==> src/rtl/zero_count_frame_accum.sv <==
// Frame zero-bit accumulator: counts 0 bits of each accepted byte, sums them over
// a last-terminated frame and presents total, byte count and flags on a held handshake.
module zero_count_frame_accum #(
    parameter int ACC_W  = 16,
    parameter int CNT_W  = 12,
    parameter int THRESH = 100
) (
    input  logic             clk_i,
    input  logic             rst_ni,
    input  logic             in_valid_i,
    output logic             in_ready_o,
    input  logic [7:0]       in_data_i,
    input  logic             in_last_i,
    output logic             out_valid_o,
    input  logic             out_ready_i,
    output logic [ACC_W-1:0] out_zeros_o,
    output logic [CNT_W-1:0] out_bytes_o,
    output logic             out_over_o,
    output logic             out_sat_o,
    output logic             busy_o
);

    // state | meaning
    // IDLE  | no byte of the current frame accepted yet
    // ACCUM | frame in progress, acc/cnt hold the running totals
    // HOLD  | result presented, waiting for out_ready_i
    localparam logic [1:0] S_IDLE  = 2'd0;
    localparam logic [1:0] S_ACCUM = 2'd1;
    localparam logic [1:0] S_HOLD  = 2'd2;

    logic [1:0]       state_q, state_d;
    logic [ACC_W-1:0] acc_q, acc_d;
    logic [CNT_W-1:0] cnt_q, cnt_d;
    logic             sat_q, sat_d;
    logic             out_valid_q, out_valid_d;
    logic [ACC_W-1:0] out_zeros_q, out_zeros_d;
    logic [CNT_W-1:0] out_bytes_q, out_bytes_d;
    logic             out_over_q, out_over_d;
    logic             out_sat_q, out_sat_d;

    logic [3:0]       zc;
    logic             accept;
    logic [ACC_W:0]   acc_sum;
    logic [CNT_W:0]   cnt_sum;
    logic [ACC_W-1:0] acc_clamp;
    logic [CNT_W-1:0] cnt_clamp;
    logic             sat_now;
    logic             over_now;

    always_comb begin
        zc = 4'd0;
        for (int i = 0; i < 8; i++) begin
            zc = zc + {3'b000, ~in_data_i[i]};
        end
    end

    assign in_ready_o = (state_q != S_HOLD);
    assign accept     = in_valid_i & in_ready_o;

    // acc/cnt are zero whenever IDLE, so the same adder serves the first byte.
    assign acc_sum   = {1'b0, acc_q} + (ACC_W+1)'(zc);
    assign cnt_sum   = {1'b0, cnt_q} + (CNT_W+1)'(1);
    assign acc_clamp = acc_sum[ACC_W] ? '1 : acc_sum[ACC_W-1:0];
    assign cnt_clamp = cnt_sum[CNT_W] ? '1 : cnt_sum[CNT_W-1:0];
    assign sat_now   = acc_sum[ACC_W] | cnt_sum[CNT_W];
    assign over_now  = (32'(acc_clamp) > $unsigned(THRESH));

    always_comb begin
        state_d     = state_q;
        acc_d       = acc_q;
        cnt_d       = cnt_q;
        sat_d       = sat_q;
        out_valid_d = out_valid_q;
        out_zeros_d = out_zeros_q;
        out_bytes_d = out_bytes_q;
        out_over_d  = out_over_q;
        out_sat_d   = out_sat_q;
        if (state_q == S_HOLD) begin
            if (out_ready_i) begin
                out_valid_d = 1'b0;
                state_d     = S_IDLE;
            end
        end else if (accept) begin
            if (in_last_i) begin
                out_valid_d = 1'b1;
                out_zeros_d = acc_clamp;
                out_bytes_d = cnt_clamp;
                out_over_d  = over_now;
                out_sat_d   = sat_q | sat_now;
                acc_d       = '0;
                cnt_d       = '0;
                sat_d       = 1'b0;
                state_d     = S_HOLD;
            end else begin
                acc_d   = acc_clamp;
                cnt_d   = cnt_clamp;
                sat_d   = sat_q | sat_now;
                state_d = S_ACCUM;
            end
        end
    end

    always_ff @(posedge clk_i or negedge rst_ni) begin
        if (!rst_ni) begin
            state_q     <= S_IDLE;
            acc_q       <= '0;
            cnt_q       <= '0;
            sat_q       <= 1'b0;
            out_valid_q <= 1'b0;
            out_zeros_q <= '0;
            out_bytes_q <= '0;
            out_over_q  <= 1'b0;
            out_sat_q   <= 1'b0;
        end else begin
            state_q     <= state_d;
            acc_q       <= acc_d;
            cnt_q       <= cnt_d;
            sat_q       <= sat_d;
            out_valid_q <= out_valid_d;
            out_zeros_q <= out_zeros_d;
            out_bytes_q <= out_bytes_d;
            out_over_q  <= out_over_d;
            out_sat_q   <= out_sat_d;
        end
    end

    assign out_valid_o = out_valid_q;
    assign out_zeros_o = out_zeros_q;
    assign out_bytes_o = out_bytes_q;
    assign out_over_o  = out_over_q;
    assign out_sat_o   = out_sat_q;
    assign busy_o      = (state_q != S_IDLE);

endmodule

==> config.mk <==
export PLATFORM = sky130hd
export DESIGN_NAME = zero_count_frame_accum
export DESIGN_NICKNAME = d
export VERILOG_FILES = /design/src/rtl/zero_count_frame_accum.sv
export SDC_FILE = /design/constraint.sdc
export NUM_CORES = 1
export LEC_CHECK = 0
export ABC_AREA = 1
export CELL_PAD_IN_SITES_DETAIL_PLACEMENT = 0
export CELL_PAD_IN_SITES_GLOBAL_PLACEMENT = 1
export CORE_UTILIZATION = 37
export CTS_CLUSTER_DIAMETER = 150
export DETAILED_ROUTE_END_ITERATION = 16
export GPL_TIMING_DRIVEN = 0
export PLACE_DENSITY_LB_ADDON = 0.3
export SLEW_MARGIN = 20
export SYNTH_ARGS = -nofsm -noshare
export SYNTH_HDL_FRONTEND = slang
export SYNTH_SLANG_ARGS = --single-unit
export TNS_END_PERCENT = 5
==> constraint.sdc <==
create_clock -name clk_i -period 3.7 [get_ports clk_i]
set_input_delay 0.37 -clock clk_i [delete_from_list [all_inputs] [get_ports clk_i]]
set_output_delay 0.37 -clock clk_i [all_outputs]
set_load 0.05 [all_outputs]
==> summary.md <==
| Metric | Value |
|---|---|
| Status | complete, no violations |
| Commonest non-fill, non-tap cells in the layout | nand2_1 (117), dfrtp_1 (62), inv_1 (55) |
| Via count | 2929 |
| Max-slew headroom | 0.592 |
| Finished Layout Cells | about 600 |
| Maximum capacitance violations | 0 |
| Tcrit/Tclk final | 0.996 |
| Yosys top cell by area | dfrtp_1 |
| Clock tree buffer depth | 2 |
| Wirelength, routed | slightly above 8 mm |
| Via density | 4.86 |
| Worst Setup End Kind | flop |
| Die W | 97.2 um |
| Layout cells sized above 1 | 0.107 |
| Hold Slack | between 0.4 and 0.5 ns |
| Clk pin slew, worst setup/hold paths | 0.07 ns |
| Vias in the first global route | 2979 |
| Starting DRT DRC Count | between 150 and 200 |
| Core area | roughly 0.009 mm^2 |
| Worst vdd ir | 0.327 mV |
| Root Buffer | clkbuf_8 |
| Max FO, Critical Path | 6 |
| Final Setup Violations | 0 |
| Syn-to-layout area delta | 26.2% |
| Design Area, Final | ~0.0042 mm^2 |
| Most common cell after layout, fill and taps aside | nand2_1 |
| First-pass GRT wire length | 14.4 mm |
| Max-slew violations | 0 |
| Post-synthesis sequential area ratio | 0.462 |
| Met1 Use GR | 0.250 |
| FP Rows | 34 |
| Placed insts | 582 |
| Worst clock skew | ~0.0096 ns |
| Cell Area, Synth | between 0.003 and 0.004 mm^2 |
| Syn Nets | 453 |
| Req. time, crit path | around 4 ns |
| Total leakage power | 1.97 nW |
| Worst setup path class | flop to flop |
| IO Pins | between 40 and 50 |
| Diodes inserted | 0 |
| Worst skew pair latency | 0.34 ns |
| Residual DRC count | 0 |
| Syn Inst Count | 428 |
| Antenna Nets Post-Route | 0 |
| Kind of start point of the critical path | flop |
| Met2 GRT Util | 0.317 |
| Layout Utilization | 0.483 |
| Hold WC Path Type | primary input to async pin |
| Initial antenna violation count | 0 |
| Synthesis-stage register bit count | 62 |
| Final Hold Fails | 0 |
| Worst-margin pin slew | between 0.6 and 0.7 ns |
| Router iterations before antenna repair | 5 |
| Nets | around 520 |
| Yosys top cell area share | 0.462 |
| Gr ovfl total | 0 |
| YS warnings | 0 |
| Minimum clock period | around 3.7 ns |
| CTS sink count | 62 |
| Post-synth cell types | 30 |
| Place WS | -0.865 ns |
| Dpl cell area | about 0.0040 mm^2 |
| Die height | ~100 um |
| Gpl congestion | 0.893 |
| Power consumption | around 2.3 mW |
| Final worst slack | between 0.01 and 0.015 ns |
| Number of port buffers | between 40 and 50 |
| CTS buffer count | 9 |
| Htree depth | 3 |
| Die ar. | 0.00945 mm^2 |
| Mean Syn Cell Area | approximately 8 um^2 |
| Setup TNS | 0 ns |
| Starting Density | 0.383 |
| GRT met3 Usage | 0.0396 |
| Worst EP arrival | 3.92 ns |
| Per-cell routed wire length | approximately 14 um |
| Synth area leaders | dfrtp_1 (46%), nand2_1 (13%), inv_1 (6.4%), nand3_1 (5.5%), o21ai_0 (5.5%) |
| Post-DP HPWL | roughly 6 mm |
| F_max | roughly 0.27 GHz |
| GRT Total Usage | 0.191 |
| Pin count of the biggest net entering global routing | 38 |
| CTS tree | yes |
| Pwr dens | 533 mW/mm^2 |
| Top Usage Layer GRT | met2 |
| Unrepaired setup endpoints after global routing | yes |
==> critical path, stage by stage (launching register included) <==
cell     delay, ns
dfrtp_1       0.35
inv_2         0.05
fa_1          0.48
inv_1         0.05
fa_1          0.51
fa_1          0.42
inv_1         0.08
fa_2          0.18
inv_2         0.05
fa_2          0.37
nand3_2       0.11
nand3_4       0.12
nand2_8       0.15
inv_8         0.05
nand3_1       0.14
nand3_1       0.12
nor2_1        0.11
nand2_1       0.06
nor2_1        0.12
a21oi_2       0.06
==> metal layers <==
layer,routed length (um),part of all wire
met3,339,0.041
met5,0,0
met2,3930,0.47
met1,3900,0.47
met4,110,0.013
==> report_power, final <==
part           switching [mW]  internal (mW)  total, mW
Combinational           0.602          0.328      0.929
Clock                   0.274          0.240      0.514
Sequential             0.0506          0.761      0.812
Total                   0.926           1.33       2.25
==> cells in the mapped netlist <==
library cell  number
nand2_1          118
dfrtp_1           62
inv_1             57
nand3_1           37
o21ai_0           37
nor2_1            33
o22ai_1           17
clkbuf_1           7
ha_1               7
xor2_1             7
nand4_1            6
fa_1               5
inv_2              4
nor2_2             4
nand2_2            3
nor3_1             3
o21ai_1            3
or2_2              3
buf_1              2
nor2_4             2
o31ai_1            2
a21oi_1            1
a21oi_2            1
buf_2              1
clkinv_1           1
nand2_4            1
nand3_2            1
nor2_8             1
nor3_2             1
o21a_1             1
==> repair_timing <==
item / 4_1_cts / 5_1_grt
resized for setup: 19 / 4
buffers inserted: 4 / 0
setup endpoints to repair: 35 / 11
hold buffers: 1 / 0
pin swaps: 10 / 1
hold endpoints to repair: 25 / 0
==> worst paths after layout <==
kind / startpoint / cells after the start / slack (ns) / end
worst min register to register: out_bytes_o[1] / 2 / 0.48 / out_bytes_o[1]
worst min-delay path: rst_ni / 2 / 0.48 / cnt_q[10]
worst max-delay path: acc_q[0] / 19 / 0.01 / out_over_o
worst max register to register: acc_q[0] / 19 / 0.01 / out_over_o
min in group clk_i: out_bytes_o[1] / 2 / 0.48 / out_bytes_o[1]
max in group asynchronous: rst_ni / 3 / 2.71 / acc_q[13]
==> sequential cells by signal, summed over array words and instances (netlist names) <==
register	cells
out_sat_o	1
out_over_o	1
out_zeros_o	16
sat_q	1
out_valid_o	1
out_bytes_o	12
acc_q	16
state_q	2
cnt_q	12
==> kinds of logic after synthesis <==
| kind of cell | Yosys count | share of synthesized area |
|---|---|---|
| and+or+nand+nor | 213 | 0.280 |
| AOI/OAI and AO/OA | 62 | 0.102 |
| DFF | 62 | 0.462 |
| xor gates and xnor gates | 7 | 0.0183 |
| adders and majority gates | 12 | 0.0559 |
| buffers and inverters | 72 | 0.0809 |
==> cell type report <==
type                    instances  area [um^2]
clock inverters                 6         38.8
plain buffers                  10         38.8
flip-flops and latches         62         1550
multi-input cells             294         1590
fillers                       904         4530
well taps                     108          135
repair buffers                 51          509
inverters                      62          240
clock buffers                  10          128
Power figures use the tool's default switching activity.
